$ cat config.mk
export PLATFORM = sky130hd
export DESIGN_NAME = dma_rom2ram_mc
export DESIGN_NICKNAME = d
export VERILOG_FILES = /design/src/rtl/dma_rom2ram_mc.sv
export SDC_FILE = /design/constraint.sdc
export NUM_CORES = 1
export LEC_CHECK = 0
export BUFFER_PORTS_ARGS = -buffer_cell sky130_fd_sc_hd__buf_2
export CORE_ASPECT_RATIO = 2
export CORE_UTILIZATION = 40
export DETAILED_ROUTE_END_ITERATION = 12
export RECOVER_POWER = 100
export SKIP_CTS_REPAIR_TIMING = 1
export SYNTH_ARGS = -nofsm -noshare
export SYNTH_HDL_FRONTEND = slang
export SYNTH_SLANG_ARGS = --single-unit
$ cat constraint.sdc
create_clock -name clk -period 3.2 [get_ports clk]
set_input_delay 0.64 -clock clk [delete_from_list [all_inputs] [get_ports clk]]
set_output_delay 0.64 -clock clk [all_outputs]
set_load 0.005 [all_outputs]
$ cat src/rtl/dma_rom2ram_mc.sv
`default_nettype none
// ============================================================================
//  Module      : dma_rom2ram_mc
//  Description : Multi-channel ROM-to-RAM block copy engine. One beat is in
//                flight at a time and channels are served round-robin.
//  Revision    : 1.0 - initial release
// ============================================================================
module dma_rom2ram_mc #(
    parameter  int NUM_CH = 2,
    parameter  int DATA_W = 32,
    parameter  int ADDR_W = 32,
    parameter  int LEN_W  = 16,
    localparam int CH_W   = (NUM_CH > 1) ? $clog2(NUM_CH) : 1
) (
    input  logic              clk,
    input  logic              reset_n,
    input  logic              cfg_valid,
    output logic              cfg_ready,
    input  logic [CH_W-1:0]   cfg_ch,
    input  logic [ADDR_W-1:0] cfg_src,
    input  logic [ADDR_W-1:0] cfg_dst,
    input  logic [LEN_W-1:0]  cfg_len,
    output logic [NUM_CH-1:0] busy,
    output logic [NUM_CH-1:0] irq,
    input  logic [NUM_CH-1:0] irq_clr,
    output logic              rom_req_valid,
    input  logic              rom_req_ready,
    output logic [ADDR_W-1:0] rom_addr,
    input  logic              rom_rsp_valid,
    input  logic [DATA_W-1:0] rom_rdata,
    output logic              ram_valid,
    input  logic              ram_ready,
    output logic [ADDR_W-1:0] ram_addr,
    output logic [DATA_W-1:0] ram_wdata
);

    localparam logic [ADDR_W-1:0] STEP = ADDR_W'(DATA_W / 8);

    typedef enum logic [1:0] {
        S_IDLE    = 2'd0,
        S_RD_REQ  = 2'd1,
        S_RD_WAIT = 2'd2,
        S_WR      = 2'd3
    } state_t;

    logic [ADDR_W-1:0] src_q [NUM_CH];
    logic [ADDR_W-1:0] dst_q [NUM_CH];
    logic [LEN_W-1:0]  rem_q [NUM_CH];
    logic [NUM_CH-1:0] busy_q, busy_d;
    logic [NUM_CH-1:0] irq_q, irq_d, irq_set;
    state_t            state_q;
    logic [CH_W-1:0]   sel_q;
    logic [CH_W-1:0]   rr_q;
    logic              rom_req_valid_q;
    logic              ram_valid_q;
    logic [ADDR_W-1:0] rom_addr_q;
    logic [ADDR_W-1:0] ram_addr_q;
    logic [DATA_W-1:0] ram_wdata_q;

    logic              cfg_in_range;
    logic              cfg_fire;
    logic              cfg_load;
    logic              cfg_zero;
    logic              wr_done;
    logic              last_beat;
    logic              pick_vld;
    logic [CH_W-1:0]   pick_ch;

    // Out-of-range channels are always ready so the request is silently dropped.
    always_comb begin
        cfg_in_range = (32'(cfg_ch) < 32'(NUM_CH));
        cfg_ready    = cfg_in_range ? ~busy_q[cfg_ch] : 1'b1;
        cfg_fire     = cfg_valid & cfg_ready & cfg_in_range;
        cfg_load     = cfg_fire & (cfg_len != '0);
        cfg_zero     = cfg_fire & (cfg_len == '0);
    end

    // Scan downward so the busy channel closest to the pointer wins.
    always_comb begin
        pick_vld = 1'b0;
        pick_ch  = '0;
        for (int k = NUM_CH - 1; k >= 0; k--) begin
            if (busy_q[CH_W'((int'(rr_q) + k) % NUM_CH)]) begin
                pick_vld = 1'b1;
                pick_ch  = CH_W'((int'(rr_q) + k) % NUM_CH);
            end
        end
    end

    always_comb begin
        wr_done   = (state_q == S_WR) & ram_ready;
        last_beat = (rem_q[sel_q] == LEN_W'(1));
        busy_d    = busy_q;
        irq_set   = '0;
        if (cfg_load) begin
            busy_d[cfg_ch] = 1'b1;
        end
        if (cfg_zero) begin
            irq_set[cfg_ch] = 1'b1;
        end
        if (wr_done && last_beat) begin
            busy_d[sel_q]  = 1'b0;
            irq_set[sel_q] = 1'b1;
        end
        // A set landing on the same edge as a clear must win.
        irq_d = (irq_q & ~irq_clr) | irq_set;
    end

    always_ff @(posedge clk) begin
        if (!reset_n) begin
            for (int i = 0; i < NUM_CH; i++) begin
                src_q[i] <= '0;
                dst_q[i] <= '0;
                rem_q[i] <= '0;
            end
            busy_q          <= '0;
            irq_q           <= '0;
            state_q         <= S_IDLE;
            sel_q           <= '0;
            rr_q            <= '0;
            rom_req_valid_q <= 1'b0;
            ram_valid_q     <= 1'b0;
            rom_addr_q      <= '0;
            ram_addr_q      <= '0;
            ram_wdata_q     <= '0;
        end else begin
            busy_q <= busy_d;
            irq_q  <= irq_d;

            // A loaded channel is never the selected one, so no index clash.
            if (cfg_load) begin
                src_q[cfg_ch] <= cfg_src;
                dst_q[cfg_ch] <= cfg_dst;
                rem_q[cfg_ch] <= cfg_len;
            end

            case (state_q)
                S_IDLE: begin
                    if (pick_vld) begin
                        sel_q           <= pick_ch;
                        rom_addr_q      <= src_q[pick_ch];
                        rom_req_valid_q <= 1'b1;
                        state_q         <= S_RD_REQ;
                    end
                end
                S_RD_REQ: begin
                    if (rom_req_ready) begin
                        rom_req_valid_q <= 1'b0;
                        state_q         <= S_RD_WAIT;
                    end
                end
                S_RD_WAIT: begin
                    if (rom_rsp_valid) begin
                        ram_wdata_q <= rom_rdata;
                        ram_addr_q  <= dst_q[sel_q];
                        ram_valid_q <= 1'b1;
                        state_q     <= S_WR;
                    end
                end
                S_WR: begin
                    if (ram_ready) begin
                        ram_valid_q  <= 1'b0;
                        src_q[sel_q] <= src_q[sel_q] + STEP;
                        dst_q[sel_q] <= dst_q[sel_q] + STEP;
                        rem_q[sel_q] <= rem_q[sel_q] - LEN_W'(1);
                        rr_q         <= (sel_q == CH_W'(NUM_CH - 1)) ? '0 : sel_q + 1'b1;
                        state_q      <= S_IDLE;
                    end
                end
                default: state_q <= S_IDLE;
            endcase
        end
    end

    assign busy          = busy_q;
    assign irq           = irq_q;
    assign rom_req_valid = rom_req_valid_q;
    assign rom_addr      = rom_addr_q;
    assign ram_valid     = ram_valid_q;
    assign ram_addr      = ram_addr_q;
    assign ram_wdata     = ram_wdata_q;

endmodule
`default_nettype wire
# Word-level counts from Yosys, hierarchy flattened
# Memory sizes are Yosys's and may differ from the RTL's. A register that Yosys moved wholly into a read port is not among the register bits.
# Index checks and enable logic that the tools add are counted.
word_totals:
  ff_bits: 74
  ramBits: 160
  inputBits: 121
  output_inout_bits: 103
  memories: 3
classes:
  addsub: 5
  magnitude_cmp: 6
  n_eq_ne: 8
  n_mux: 62
  bitwise: 12
  reduce_logical: 21
memory_table:
  columns: ["name", "depth", "width", "rd", "rd_ports_with_merged_regs", "write_ports", "line", "rtl"]
  rows:
  - ["dst_q", 2, 32, 1, 1, 2, "47", "logic [ADDR_W-1:0] dst_q [NUM_CH];"]
  - ["src_q", 2, 32, 2, 2, 2, "46", "logic [ADDR_W-1:0] src_q [NUM_CH];"]
  - ["rem_q", 2, 16, 1, 1, 2, "48", "logic [LEN_W-1:0] rem_q [NUM_CH];"]
ops:
  columns: ["operator", "n"]
  rows:
  - ["32-bit 2-to-1 mux", 4]
  - ["32-bit OR reduction", 4]
  - ["32-bit by 3-bit adder with 32-bit output (second input constant)", 2]
  - ["1-bit 2-to-1 mux", 43]
  - ["16-bit 2-to-1 mux", 2]
  - ["16-bit OR reduction", 2]
  - ["16-bit by 1-bit equality test with 1-bit output (second input constant)", 1]
  - ["16-bit logical NOT", 1]
  - ["2-bit 2-to-1 mux", 8]
  - ["16-bit nonzero test", 1]
  - ["16-bit by 1-bit subtractor with 16-bit output (second input constant)", 1]
  - ["2-bit != test (second input constant)", 4]
  - ["2-bit one-hot mux with 4 select lines", 1]
  - ["1-bit by 3-bit < comparator with 1-bit output (second input constant)", 2]
  - ["2-bit bitwise OR", 3]
  - ["2-bit AND reduction", 3]
  - ["3-bit AND reduction", 2]
  - ["1-bit AND", 4]
  - ["2-bit AND", 2]
  - ["2-bit equality test (second input constant)", 2]
  - ["1-bit by 2-bit < comparator with 1-bit output (second input constant)", 2]
  - ["2-bit inverter", 2]
  - ["1-bit one-hot mux with 2 select lines", 2]
  - ["4-bit AND reduction", 1]
  - ["9 further kinds", 15]

# Longest topological paths before layout
# Gate-level depths: netlist of the first run.
logic_depth:
  ltp_word: 10
  mapped_depth: 14

# Worst setup path before layout of the first run
# No wires, ideal clock.
synth_timing:
  path_type: "register -> register"
  start: "reg (tool-made name)"
  end: "mem src_q[0][26], data pin"
  setup_time_ns: 0.257
  arrival_ns: 2.921
  path_slack_ns: 0.022
  stages_incl_launch_ff: 14
  path_buffers: 7
  cell_sequence: "dfxtp_1 > buf_6 > buf_4 > buf_4 > buf_2 > buf_2 > buf_2 > mux2_2 > ha_1 > o211a_1 > nand4_1 > buf_2 > o21ai_0 > a32o_1"
synth_lines:
  columns: ["element", "line"]
  rows:
  - ["end, declared", "46"]

==> impl_results.md, run 1 <==
* Number of synthesized flops with an enable pin at 160
* Post-DP HPWL at 29200 um
* Worst relative slew slack at -0.197
* Largest net degree at the start of global routing at 98
* CTS Buffer Depth at 3
* WL/cell at roughly 21 um
* Worst-skew pair later-pin latency at 0.57 ns
* Hold Crit Class: in -> reg
* Top post-synthesis cells by count: 243 x nand2_1, 160 x edfxtp_1, 107 x dfxtp_1, 101 x mux2i_1
* Die height at 267 um
* Rows at between 90 and 100
* Top-level I/O count at about 220
* Critical path arrival at between 3 and 4 ns
* Tcrit/Tclk final at 0.915
* CTS buffer count at 27
* Area leader, netlist: edfxtp_1
* VDD IR max at 0.433 mV
* Synth Area in Adders at 0.00710
* TNS Setup at 0 ns
* Area growth, synth to finish at 17.8%
* Layout cells sized above 1 at 0.180
* Number of routed nets with antenna violations at 0
* Crit. End Element: flop
* Nets@finish at 1660
* Failing checks: capacitance limit, slew limit
* GRT Total Usage at 0.234
* Met2 GRT Util at 0.437
* Root buf cell: clkbuf_16
* Top cells by area, synth: edfxtp_1 34%, dfxtp_1 15%, mux2i_1 7.2%
* Hold depth at 3
* Largest family of logic cells by synthesized area: compound AO/OA/AOI/OAI gates
* Initial Util at 0.409
* RePlAce Congestion at approximately 0.86
* Top-count cell post-synth: nand2_1
* CTS H-tree depth at 1
* First-pass GRT wire length at 64500 um
* Post-synthesis async set-or-reset flop share at 0
* Outcome: finished with violations
* Final Hold Viols at 0
* Most Crowded Layer GR: met2
* P per Cell Area at 544 mW/mm^2
* Worst-Margin Slew at 1.80 ns
* Synth unique cells at 73
* FF-to-FF path depth at 6
* Top-area cell type share of the netlist area at 0.341
* Ys Warns at 0
* Hold Crit Start: rom_rdata[19]
* Cell Chain, Critical Path: buf_4 -> nand4_1 -> a22oi_1 -> nand4_1 -> or3_1 -> a32o_1
* Cell mode on critical path: nand4_1
* Cells after Synth at 1328
* Mux contribution to synthesized area at 0.0781
* Crit path time final at 2.93 ns
* DIE WIDTH at ~130 um
* Avg Inst Size Synth at 10.6 sq um
* Antenna violations before repair at 2
* Global route overflow at 0
* Worst Path Max Fanout at 29
* CTS clk-pin slew, worst paths at ~0.070 ns
* Slowest CP cell: dfxtp_4
* Slew Limit Fails at 34
* Compound-cell area share of the yosys netlist at 0.201
* Initial DRT Pass Iterations at 5
* TritonCTS clock tree: built
* Startpoint Class: flop
* Vias per std cell at 5.80
* Drt drc at 0
* Leakage at 6.57 nW
* Post-synthesis simple-gate area fraction at 0.154
* Vias at 11600
* I/O Buffers at 223
* Hold Slack at approximately 0.32 ns
* Placeable Area at 0.0345 sq mm
* Xor-xnor portion of the synthesized cell area at 0.0323
* Top_reg_cell synth: edfxtp_1
* Number of global-route vias before repair at 11700
* Drt total wl at 42000 um
* Net Count, Synth at 1457
* R2R setup slack at 0.27 ns
* Req. time, crit path at 3.51 ns
* Unrepaired setup endpoints after global routing: false
* Setup CP Type: reg -> reg
* Met1 GRT Util at 0.250
* Routing usage on met3 at 0.0276
* Max Freq at 342 MHz
* Post-synth design cell area at 0.0141 sq mm
* Max-Cap Viols at 1
* Clock skew at 0.0193 ns
* Post-synthesis register bit count at around 270
* # setup viols final at 0
* Critical Path Max Stage Delay at roughly 0.64 ns
* Sequential area share after synthesis at 0.493
* Die area at roughly 0.036 sq mm
* Drt first-iter violations at 636
* CTS Sinks at 267
-- power by group --
group	leakage, nW	switching, mW	internal (mW)
sequential	2.57	0.238	4.01
clock	0.463	1.44	2.02
combinational	3.54	0.781	0.543
-- worst max-delay path: cells and delay by family (launching register included) --
kind / cells / cell delay (ns)
flops: 1 / 0.64
compound gates: 2 / 0.54
simple gates: 3 / 1.17
buf+inv: 1 / 0.31
-- stage by stage --
stage          power [mW]  cell area (sq um)  instances  worst slack, ns  utilization
5_1_grt              9.42              16600       1994            0.111        0.482
4_1_cts              9.17              16800       1993            0.347        0.487
3_5_place_dp         5.69              15800       1943            0.390        0.459
3_3_place_gp         5.66              15800       1943            0.434        0.459
6_report             9.03              16600       1994            0.272        0.482
2_1_floorplan        5.09              14100       1328           0.0220            -
-- cells by family (layout without fill, tap and decap cells) --
family	after synthesis	count (layout)
AO/OA/AOI/OAI	351	351
XOR/XNOR	52	52
flip-flops	267	267
AND/OR/NAND/NOR	431	431
other	0	1
multiplexers	109	109
adder cells (fa/ha/maj)	8	8
buffers and inverters	110	334
-- per-layer routing --
layer / up-vias / wire [um]
li1: 5452 / -
met3: 103 / 2000
met1: 5647 / 15800
met2: 365 / 22100
met5: - / 0
met4: 0 / 2170
-- registers in the layout, summed over array words and instances (netlist names), named ones only --
signal / count
busy: 2
dst_q: 64
irq: 2
ram_addr: 32
ram_valid: 1
ram_wdata: 32
rem_q: 32
rom_addr: 32
rom_req_valid: 1
rr_q: 1
sel_q: 1
src_q: 64
state_q: 2
-- layout by cell type (no fill, tap or decap), drive strengths merged, types with 23 or more instances in the layout --
cell type,instances
nand3,23
mux2i,101
o211a,61
o21ai,56
a22o,64
clkbuf,105
nor2,33
dfxtp,107
a21boi,38
edfxtp,160
xnor2,33
buf,198
a21oi,23
nand2,243
nand4,24
o31ai,24
-- final timing paths --
kind / endpoint
worst max register to register: dst_q[1][24]
worst min register to register: ram_wdata[25]
worst max-delay path: dst_q[1][24]
worst min-delay path: ram_wdata[19]
-- area by class of cell --
| type | count | area [sq um] |
|---|---|---|
| Fill cell | 3230 | 17900 |
| Sequential cell | 267 | 6950 |
| Multi-Input combinational cell | 951 | 6640 |
| Timing Repair Buffer | 269 | 1440 |
| Clock buffer | 34 | 722 |
| Tap cell | 441 | 552 |
| Clock inverter | 16 | 239 |
| Inverter | 15 | 56.3 |
| Antenna cell | 1 | 2.50 |
(Power assumes the default switching activity.)
==> run 2: changes to the inputs <==
==> constraint.sdc (replaced) <==
create_clock -name clk -period 3.2 [get_ports clk]
set_input_delay 0.64 -clock clk [delete_from_list [all_inputs] [get_ports clk]]
set_output_delay 0.64 -clock clk [all_outputs]
set_load 0.01 [all_outputs]
==> impl_results.md, run 2 (same netlist as run 1, synthesis figures left out) <==
* Outcome: finished with violations (unchanged)
* Failing checks: capacitance limit, slew limit (unchanged)
* Initial Util at 0.409 (unchanged)
* Drt drc at 0 (unchanged)
* CTS clk-pin slew, worst paths at 0.07 ns (about the same)
* Register area at 0.00695 sq mm (unchanged)
* Global route overflow at 0 (unchanged)
* Largest net degree at the start of global routing at 98 (unchanged)
* Cell Chain, Critical Path: buf_4 -> nand4_1 -> a22oi_1 -> nand4_1 -> or3_1 -> a32o_1 (unchanged)
* Area growth, synth to finish at 17.4% (was 17.8%)
* Logic pwr share at 0.151 (was 0.147)
* Wl on met1 at 15800 um (about the same)
* Die area at 0.0360 sq mm (unchanged)
* Vias per std cell at 5.78 (was 5.80)
* First-pass GRT wire length at 64500 um (unchanged)
* Final instance count without filler cells at 1995 (was 1994)
* CTS H-tree depth at 1 (unchanged)
* Leakage at 6.39 nW (was 6.57 nW)
* Psw at 2.52 mW (was 2.45 mW)
* Critical path arrival at 3.22 ns (was 3.24 ns)
* CP Buf/Inv Count at 1 (unchanged)
* Seq pwr share at 0.468 (was 0.470)
* R2R setup slack at 0.29 ns (was 0.27 ns)
* Internal power at 6.56 mW (was 6.58 mW)
* Inst Count DP at 1943 (unchanged)
* Drt first-iter violations at 578 (was 636)
* TNS Setup at 0 ns (unchanged)
* Layout cells sized above 1 at 0.153 (was 0.180)
* GRT Total Usage at 0.234 (unchanged)
* P per Cell Area at 549 mW/mm^2 (was 544 mW/mm^2)
* Tcrit/Tclk final at 0.910 (was 0.915)
* Unrepaired setup endpoints after global routing: false (unchanged)
* Critical Path Max Stage Delay at 0.64 ns (about the same)
* Slowest CP cell: dfxtp_4 (unchanged)
* Antenna violations before repair at 2 (unchanged)
* Highest-count cells in the layout ignoring fill and taps: 243 x nand2_1, 160 x edfxtp_1, 119 x buf_2 (was 243 x nand2_1, 161 x buf_2, 160 x edfxtp_1)
* Final worst setup slack at 0.287 ns (was 0.272 ns)
* Setup CP Type: reg -> reg (unchanged)
* Rows at 96 (unchanged)
* # fillers at 3252 (was 3230)
* TritonCTS clock tree: built (unchanged)
* VDD IR max at 0.433 mV (about the same)
* # setup viols final at 0 (unchanged)
* Worst-skew pair later-pin latency at 0.57 ns (about the same)
* Setup WS pre-CTS at 0.390 ns (unchanged)
* Worst relative slew slack at -0.194 (was -0.197)
* Placed standard-cell area at 0.0158 sq mm (unchanged)
* Initial DRT Pass Iterations at 8 (was 5)
* Worst-Margin Slew at 1.79 ns (was 1.80 ns)
* Final Hold Viols at 0 (unchanged)
* Die height at 267 um (unchanged)
* Req. time, crit path at 3.51 ns (about the same)
* Number of global-route vias before repair at 11700 (unchanged)
* DIE WIDTH at 135 um (unchanged)
* Startpoint Class: flop (unchanged)
* Vias at 11500 (was 11600)
* Root buf cell: clkbuf_16 (unchanged)
* CTS Sinks at 267 (unchanged)
* Max Used Layer: met4 (unchanged)
* Slew Limit Fails at 34 (unchanged)
* Metal3 WL at 1920 um (was 2000 um)
* Placeable Area at 0.0345 sq mm (unchanged)
* Max-Cap Viols at 1 (unchanged)
* RePlAce Congestion at 0.863 (unchanged)
* Hold Crit Class: in -> reg (unchanged)
* Most common cell after layout, fill and taps aside: nand2_1 (unchanged)
* I/O Buffers at 223 (unchanged)
* Max Freq at 343 MHz (was 342 MHz)
* Final instance area at 0.0166 sq mm (about the same)
* Worst Path Max Fanout at 29 (unchanged)
* Drt total wl at 42000 um (about the same)
* Top-level I/O count at 224 (unchanged)
* DR WL met2 at 22100 um (about the same)
* Area of the multi-input gates at 0.00664 sq mm (unchanged)
* Final Util at 0.480 (was 0.482)
* Number of routed nets with antenna violations at 0 (unchanged)
* Cell mode on critical path: nand4_1 (unchanged)
* Clock Power Share at 0.381 (was 0.383)
* Clock skew at 0.0192 ns (was 0.0193 ns)
* CTS buffer count at 27 (unchanged)
* Biggest regs: dst_q (64), src_q (64) (unchanged)
* Sw Ratio at 0.278 (was 0.272)
* Hold Slack at 0.319 ns (about the same)
* Crit-path leading delay family: simple AND/OR/NAND/NOR gates (unchanged)
* Post-DP HPWL at 29200 um (unchanged)
* Nets@finish at 1660 (unchanged)
* Pwr Total at 9.08 mW (was 9.03 mW)
* CTS Buffer Depth at 3 (unchanged)
* WL/cell at 21.1 um (about the same)
* Crit path time final at 2.91 ns (was 2.93 ns)
* Crit. End Element: flop (unchanged)
## run 2: cell count changes in the layout (fill, tap and decap cells not counted)
cell      before  now
buf_2        161  119
diode_2        1    2
clkbuf_1      70  112
## run 2: worst register-to-register path, stage by stage (launching register included)
cell and delay (ns):
dfxtp_4 0.64, buf_4 0.31, nand4_1 0.18, a22oi_1 0.26, nand4_1 0.45, or3_1 0.54, a32o_1 0.28
## run 2: per-layer routing
| layer | global-route usage | vias up |
|---|---|---|
| met3 | 0.0276 | 107 |
| met1 | 0.250 | 5603 |
| met4 | 0.131 | 0 |
| met2 | 0.437 | 361 |
| li1 | - | 5453 |
| met5 | 0 | - |
## run 2: final timing paths
kind | from | endpoint | depth (start not counted)
setup reg to reg | flop | dst_q[1][24] | 6
hold reg to reg | ram_wdata[11] | ram_wdata[11] | 2
hold / removal | rom_rdata[19] | ram_wdata[19] | 3
setup / recovery | flop | dst_q[1][24] | 6
## run 2: power groups by stage
stage	clock network, mW	logic [mW]	registers (mW)
after floorplan	0	0.812	4.34
after global placement	0	1.42	4.31
after global routing	3.66	1.52	4.29
after CTS	3.54	1.45	4.24
after detailed placement	0	1.44	4.32
final	3.46	1.37	4.25
## run 2: area by class of cell
type | count | area share
flip-flops and latches | 267 | 0.420
multi-input cells | 951 | 0.401
repair buffers | 269 | 0.0835
clock buffers | 34 | 0.0436
well taps | 441 | 0.0333
clock inverters | 16 | 0.0144
inverters | 15 | 0.00340
diodes | 2 | 0.000302
